--- src/rtl/id_ex_stage.sv ---
// -----------------------------------------------------------------------------
// id_ex_stage
//   Decode half of the 5-stage pipeline. Decodes the 4-bit opcode into datapath
//   control, extends the immediate field, and registers everything (plus the
//   register-file read operands and the destination index) into the ID/EX
//   pipeline register. One cycle of latency, no enable.
//
// Optional build macro: ID_EX_FLUSH_EN
//   When defined, adds Flush_i. A clock edge with Flush_i = 1 loads a bubble:
//   the state-changing controls (RF_WE, BranchSelect, SetFlags, MemWE) load 0,
//   all other fields load normally. RST has priority over Flush_i.
//
// Ports
//   CLK            pipeline clock, rising edge
//   RST            asynchronous active-high reset, clears the whole register
//   Flush_i        (ID_EX_FLUSH_EN only) load a bubble on this edge
//   Instr_i        instruction: [31:28] opcode, [27:24] A1, [23:20] A2,
//                  [19:16] A3, [19:0] immediate field
//   RD1_i/RD2_i    register-file read data (N bits)
//   RD1_o/RD2_o    registered read data
//   Extend_o       registered extended immediate
//   A3_o           registered destination index
//   RF_WE_o, BranchSelect_o, ALUOpBSelect_o, ALUControl_o, SetFlags_o,
//   MemWE_o, WBSelect_o   registered decoded controls
// -----------------------------------------------------------------------------
module id_ex_stage #(
    parameter int N = 32
) (
    input  logic         CLK,
    input  logic         RST,
`ifdef ID_EX_FLUSH_EN
    input  logic         Flush_i,
`endif
    input  logic [31:0]  Instr_i,
    input  logic [N-1:0] RD1_i,
    input  logic [N-1:0] RD2_i,
    output logic [N-1:0] RD1_o,
    output logic [N-1:0] RD2_o,
    output logic [N-1:0] Extend_o,
    output logic [3:0]   A3_o,
    output logic         RF_WE_o,
    output logic         BranchSelect_o,
    output logic         ALUOpBSelect_o,
    output logic [1:0]   ALUControl_o,
    output logic         SetFlags_o,
    output logic         MemWE_o,
    output logic         WBSelect_o
);

    localparam logic [3:0] OP_NOP  = 4'b0000;
    localparam logic [3:0] OP_B    = 4'b0001;
    localparam logic [3:0] OP_LDR  = 4'b0100;
    localparam logic [3:0] OP_STR  = 4'b0101;
    localparam logic [3:0] OP_ADD  = 4'b1000;
    localparam logic [3:0] OP_ADDI = 4'b1001;
    localparam logic [3:0] OP_SUB  = 4'b1010;
    localparam logic [3:0] OP_SUBI = 4'b1011;
    localparam logic [3:0] OP_AND  = 4'b1100;
    localparam logic [3:0] OP_ORR  = 4'b1101;
    localparam logic [3:0] OP_CMP  = 4'b1110;

    localparam logic [1:0] EXT_ZE16 = 2'b00;
    localparam logic [1:0] EXT_SE16 = 2'b01;
    localparam logic [1:0] EXT_SE20 = 2'b10;

    localparam logic [1:0] ALU_ADD = 2'b00;
    localparam logic [1:0] ALU_SUB = 2'b01;
    localparam logic [1:0] ALU_AND = 2'b10;
    localparam logic [1:0] ALU_ORR = 2'b11;

    // A1/A2 only address the external register file.
    logic unused_addr_fields;
    assign unused_addr_fields = ^Instr_i[27:20];

    // ------------------------------------------------------------------
    // Decode
    // ------------------------------------------------------------------
    logic [3:0] opcode;
    logic       dec_rf_we, dec_branch, dec_opb_sel, dec_set_flags;
    logic       dec_mem_we, dec_wb_sel;
    logic [1:0] dec_alu_ctrl, ext_sel;

    assign opcode = Instr_i[31:28];

    always_comb begin
        dec_rf_we     = 1'b0;
        dec_branch    = 1'b0;
        dec_opb_sel   = 1'b0;
        dec_alu_ctrl  = ALU_ADD;
        dec_set_flags = 1'b0;
        dec_mem_we    = 1'b0;
        dec_wb_sel    = 1'b0;
        ext_sel       = EXT_ZE16;
        unique case (opcode)
            OP_B: begin
                dec_branch  = 1'b1;
                dec_opb_sel = 1'b1;
                ext_sel     = EXT_SE20;
            end
            OP_LDR: begin
                dec_rf_we   = 1'b1;
                dec_opb_sel = 1'b1;
                dec_wb_sel  = 1'b1;
            end
            OP_STR: begin
                dec_opb_sel = 1'b1;
                dec_mem_we  = 1'b1;
            end
            OP_ADD: dec_rf_we = 1'b1;
            OP_ADDI: begin
                dec_rf_we   = 1'b1;
                dec_opb_sel = 1'b1;
                ext_sel     = EXT_SE16;
            end
            OP_SUB: begin
                dec_rf_we    = 1'b1;
                dec_alu_ctrl = ALU_SUB;
            end
            OP_SUBI: begin
                dec_rf_we    = 1'b1;
                dec_opb_sel  = 1'b1;
                dec_alu_ctrl = ALU_SUB;
                ext_sel      = EXT_SE16;
            end
            OP_AND: begin
                dec_rf_we    = 1'b1;
                dec_alu_ctrl = ALU_AND;
            end
            OP_ORR: begin
                dec_rf_we    = 1'b1;
                dec_alu_ctrl = ALU_ORR;
            end
            OP_CMP: begin
                dec_alu_ctrl  = ALU_SUB;
                dec_set_flags = 1'b1;
            end
            default: ; // NOP and unused opcodes keep the all-zero defaults
        endcase
    end

    // ------------------------------------------------------------------
    // Immediate extension. Filling with the sign bit first and then
    // overwriting the low field works for any N >= 20 without a
    // zero-width replication.
    // ------------------------------------------------------------------
    logic [N-1:0] extend_d;

    always_comb begin
        extend_d = '0;
        case (ext_sel)
            EXT_ZE16: extend_d[15:0] = Instr_i[15:0];
            EXT_SE16: begin
                extend_d       = {N{Instr_i[15]}};
                extend_d[15:0] = Instr_i[15:0];
            end
            EXT_SE20: begin
                extend_d       = {N{Instr_i[19]}};
                extend_d[19:0] = Instr_i[19:0];
            end
            default: extend_d = '0;
        endcase
    end

    // ------------------------------------------------------------------
    // Next-state for the ID/EX register
    // ------------------------------------------------------------------
    logic bubble;

`ifdef ID_EX_FLUSH_EN
    assign bubble = Flush_i;
`else
    assign bubble = 1'b0;
`endif

    logic [N-1:0] rd1_d, rd2_d;
    logic [3:0]   a3_d;
    logic         rf_we_d, branch_d, opb_sel_d, set_flags_d, mem_we_d, wb_sel_d;
    logic [1:0]   alu_ctrl_d;

    always_comb begin
        rd1_d       = RD1_i;
        rd2_d       = RD2_i;
        a3_d        = Instr_i[19:16];
        opb_sel_d   = dec_opb_sel;
        alu_ctrl_d  = dec_alu_ctrl;
        wb_sel_d    = dec_wb_sel;
        // A bubble only has to suppress architectural side effects.
        rf_we_d     = dec_rf_we     & ~bubble;
        branch_d    = dec_branch    & ~bubble;
        set_flags_d = dec_set_flags & ~bubble;
        mem_we_d    = dec_mem_we    & ~bubble;
    end

    logic [N-1:0] rd1_q, rd2_q, extend_q;
    logic [3:0]   a3_q;
    logic         rf_we_q, branch_q, opb_sel_q, set_flags_q, mem_we_q, wb_sel_q;
    logic [1:0]   alu_ctrl_q;

    always_ff @(posedge CLK or posedge RST) begin
        if (RST) begin
            rd1_q       <= '0;
            rd2_q       <= '0;
            extend_q    <= '0;
            a3_q        <= '0;
            rf_we_q     <= 1'b0;
            branch_q    <= 1'b0;
            opb_sel_q   <= 1'b0;
            alu_ctrl_q  <= 2'b00;
            set_flags_q <= 1'b0;
            mem_we_q    <= 1'b0;
            wb_sel_q    <= 1'b0;
        end else begin
            rd1_q       <= rd1_d;
            rd2_q       <= rd2_d;
            extend_q    <= extend_d;
            a3_q        <= a3_d;
            rf_we_q     <= rf_we_d;
            branch_q    <= branch_d;
            opb_sel_q   <= opb_sel_d;
            alu_ctrl_q  <= alu_ctrl_d;
            set_flags_q <= set_flags_d;
            mem_we_q    <= mem_we_d;
            wb_sel_q    <= wb_sel_d;
        end
    end

    assign RD1_o          = rd1_q;
    assign RD2_o          = rd2_q;
    assign Extend_o       = extend_q;
    assign A3_o           = a3_q;
    assign RF_WE_o        = rf_we_q;
    assign BranchSelect_o = branch_q;
    assign ALUOpBSelect_o = opb_sel_q;
    assign ALUControl_o   = alu_ctrl_q;
    assign SetFlags_o     = set_flags_q;
    assign MemWE_o        = mem_we_q;
    assign WBSelect_o     = wb_sel_q;

endmodule

--- config.mk ---
export PLATFORM = sky130hd
export DESIGN_NAME = id_ex_stage
export DESIGN_NICKNAME = d
export VERILOG_FILES = /design/src/rtl/id_ex_stage.sv
export SDC_FILE = /design/constraint.sdc
export NUM_CORES = 1
export LEC_CHECK = 0
export CORE_MARGIN = 1
export CORE_UTILIZATION = 36
export CTS_CLUSTER_SIZE = 20
export DETAILED_ROUTE_END_ITERATION = 10
export GPL_TIMING_DRIVEN = 0
export PLACE_DENSITY_LB_ADDON = 0.05
export SKIP_CTS_REPAIR_TIMING = 1
export SYNTH_ARGS = -nofsm -noshare
export SYNTH_HDL_FRONTEND = slang
export SYNTH_SLANG_ARGS = --single-unit
--- constraint.sdc ---
create_clock -name CLK -period 5.19 [get_ports CLK]
set_input_delay 0.7785 -clock CLK [delete_from_list [all_inputs] [get_ports CLK]]
set_output_delay 0.7785 -clock CLK [all_outputs]
set_load 0.1 [all_outputs]
==> flow_summary_export.csv <==
group,metric,value,unit
synthesis,ys_seq_elements,96,
cells_and_area,areaGrowthSynthToFinish,82.9,%
power_and_ir_drop,leakage,2.21,nW
cts,cts-buffers-inserted,9,
sta,hold_slack,0.757,ns
place,place_congestion,0.732,
cts,cts_tree,"yes",
floorplan,die_h,90.1,microns
floorplan,ioPinCount,206,
global_route,track_usage,17.4,%
global_route,grt_overflow_total,0,
sta,final.min_clock_period,3.00,ns
sta,setup_viol,0,
synthesis,yosysSeqAreaShare,85.9,%
routing,drc,0,
cells_and_area,fillerInstances,554,
routing,wl_per_cell,14.4,microns
routing,ant_nets,0,
worst_setup_path,path_buf_inv,2,
worst_setup_path,slowest_delay,1.14,ns
cells_and_area,finalInstanceArea,5110,sq um
routing,wl,6.77,mm
cts,clkTransAtPathRegs,0.09,ns
hold_path,hp-class,"in -> async",
synthesis,yosysTopAreaCell,"dfrtp_1",
synthesis,synth_nets,258,
worst_setup_path,cp-start-kind,"flip-flop",
floorplan,die_w,90.1,microns
synthesis,synth_area,2800,sq um
job,drv_cap,0,
sta,tightest_slew,1.02,ns
synthesis,syn_area_per_cell,17.8,sq um
power_and_ir_drop,fin_total_pwr,0.00173,W
synthesis,syn_inst,157,
place,dp_hpwl,5.19,mm
cells_and_area,final_nets,467,
synthesis,netlist_top_cells_count,"dfrtp_1 (96), nor2b_1 (16), buf_4 (12)",
floorplan,start_util,37.9,%
routing,drt_iter0_drc,32,
sta,slew_headroom,31.5,%
sta,finalHoldViolCount,0,
place,numPortBuffers,197,
routing,drt_first_pass_iters,4,
synthesis,yosys_warnings,0,
cells_and_area,drive_gt1_share,8.65,%
worst_setup_path,cp.arrival,2.22,ns
power_and_ir_drop,p_per_area,339,nW/um^2
cells_and_area,multi_input_area,294,sq um
sta,max_freq,333,MHz
routing,routed_via_density,4.08,
cts,cts-root-buf,"clkbuf_8",
sta,rsz0062_at_grt,"false",
synthesis,yosysMostFrequentCell,"dfrtp_1",
synthesis,synth_top_area_share,85.9,%
worst_setup_path,end_kind,"output port",
worst_setup_path,path_delay_family,"buffers and inverters",
synthesis,synth_async_sr_flop_share,100,%
global_route,grt_pass1_vias,1957,
cells_and_area,diodes,0,
worst_setup_path,crit_chain,"buf_4 -> clkdlybuf4s50_1",
cts,htreeDepth,3,
synthesis,synthTopCellsByArea,"dfrtp_1 (86%), nor2b_1 (3.6%), buf_4 (3.2%)",
worst_setup_path,critPathSlowestCell,"clkdlybuf4s50_1",
global_route,grt_start_max_net_pins,70,
cells_and_area,regArea,2400,sq um
worst_setup_path,worstPathMaxFanout,13,
place,place_area,4920,sq um
cts,cts_sinks,96,
global_route,grt_first_pass_wirelength,10.4,mm
sta,setup-tns-final,0,ns
worst_setup_path,cp.depth,2,
floorplan,core_area,7370,sq um
cts,clockBufferDepth,2,
synthesis,synthFlopType,"dfrtp_1",
floorplan,die_area,8120,sq um
sta,drv_slew,0,
synthesis,synth_edf_count,0,
outcome,status,"finished clean",
power_and_ir_drop,ir_worst_vdd,165,uV
global_route,antenna_found_initial,0,
routing,vias,1914,
worst_setup_path,required,4.41,ns
synthesis,synth_cell_types,19,
worst_setup_path,path_class,"reg -> out",
floorplan,rows,31,
sta,period_share,57.8,%
-- where the power goes --
part | leakage, nW | switching, W | internal [W]
logic | 0.974 | 0.000337 | 0.000131
registers | 1.14 | 0.00000923 | 0.000783
clock network | 0.0921 | 0.000252 | 0.000223
total | 2.21 | 0.000598 | 0.00114
-- stage by stage --
stage | instances | utilization (%) | setup WS [ns]
2_1_floorplan | 157 | - | 1.91
3_3_place_gp | 453 | 66.4 | 0.607
3_5_place_dp | 454 | 66.8 | 2.57
4_1_cts | 469 | 69.4 | 2.16
5_1_grt | 469 | 69.4 | 2.11
6_report | 469 | 69.4 | 2.19
-- placed cells by master (no fill, tap or decap), drive strengths merged, types with 2 or more instances in the layout --
| master | instances |
|---|---|
| ha | 3 |
| nand2 | 9 |
| clkdlybuf4s50 | 197 |
| and2 | 5 |
| dfrtp | 96 |
| clkbuf | 9 |
| buf | 14 |
| clkinvlp | 2 |
| a21oi | 4 |
| inv | 3 |
| nor2b | 17 |
| nor2 | 2 |
-- routing by layer --
metal | up-vias | routed length (microns) | GRT usage (%)
met5 | - | 0 | 0
met4 | 0 | 224 | 9.27
met3 | 20 | 571 | 6.77
met2 | 116 | 3530 | 30.2
met1 | 879 | 2440 | 18.2
li1 | 899 | - | -
-- sequential cells by signal, indices dropped and copies added (netlist names) --
signal,cells
WBSelect_o,1
ALUOpBSelect_o,1
RD2_o,32
Extend_o,20
BranchSelect_o,1
A3_o,4
SetFlags_o,1
RD1_o,32
ALUControl_o,2
RF_WE_o,1
MemWE_o,1
-- worst paths after layout --
check | end | slack (ns) | from
max | Extend_o[21] | 2.19 | Extend_o[30]
min | RD2_o[28] | 0.76 | RST
max in group asynchronous | Extend_o[3] | 3.80 | RST
min in group CLK | RD2_o[5] | 0.85 | RD2_i[5]
-- area by class of cell --
cell class / instances / share of cell area, %
tap: 99 / 2.42
buffer: 13 / 1.86
clock buffer: 9 / 2.42
sequential: 96 / 47.0
clock inverter: 6 / 1.32
multi-input combinational: 47 / 5.75
timing repair buffer: 198 / 39.1
inverter: 1 / 0.122
-- cell families (layout without fill, tap and decap cells) --
| group | Yosys count | in the layout | share of synthesized area (%) |
|---|---|---|---|
| AO/OA/AOI/OAI | 7 | 7 | 1.57 |
| adder cells (fa/ha/maj) | 3 | 3 | 1.34 |
| flip-flops | 96 | 96 | 85.9 |
| AND/OR/NAND/NOR | 37 | 37 | 7.61 |
| buffers and inverters | 14 | 227 | 3.54 |
No activity file was read; power rests on OpenSTA's default activity.
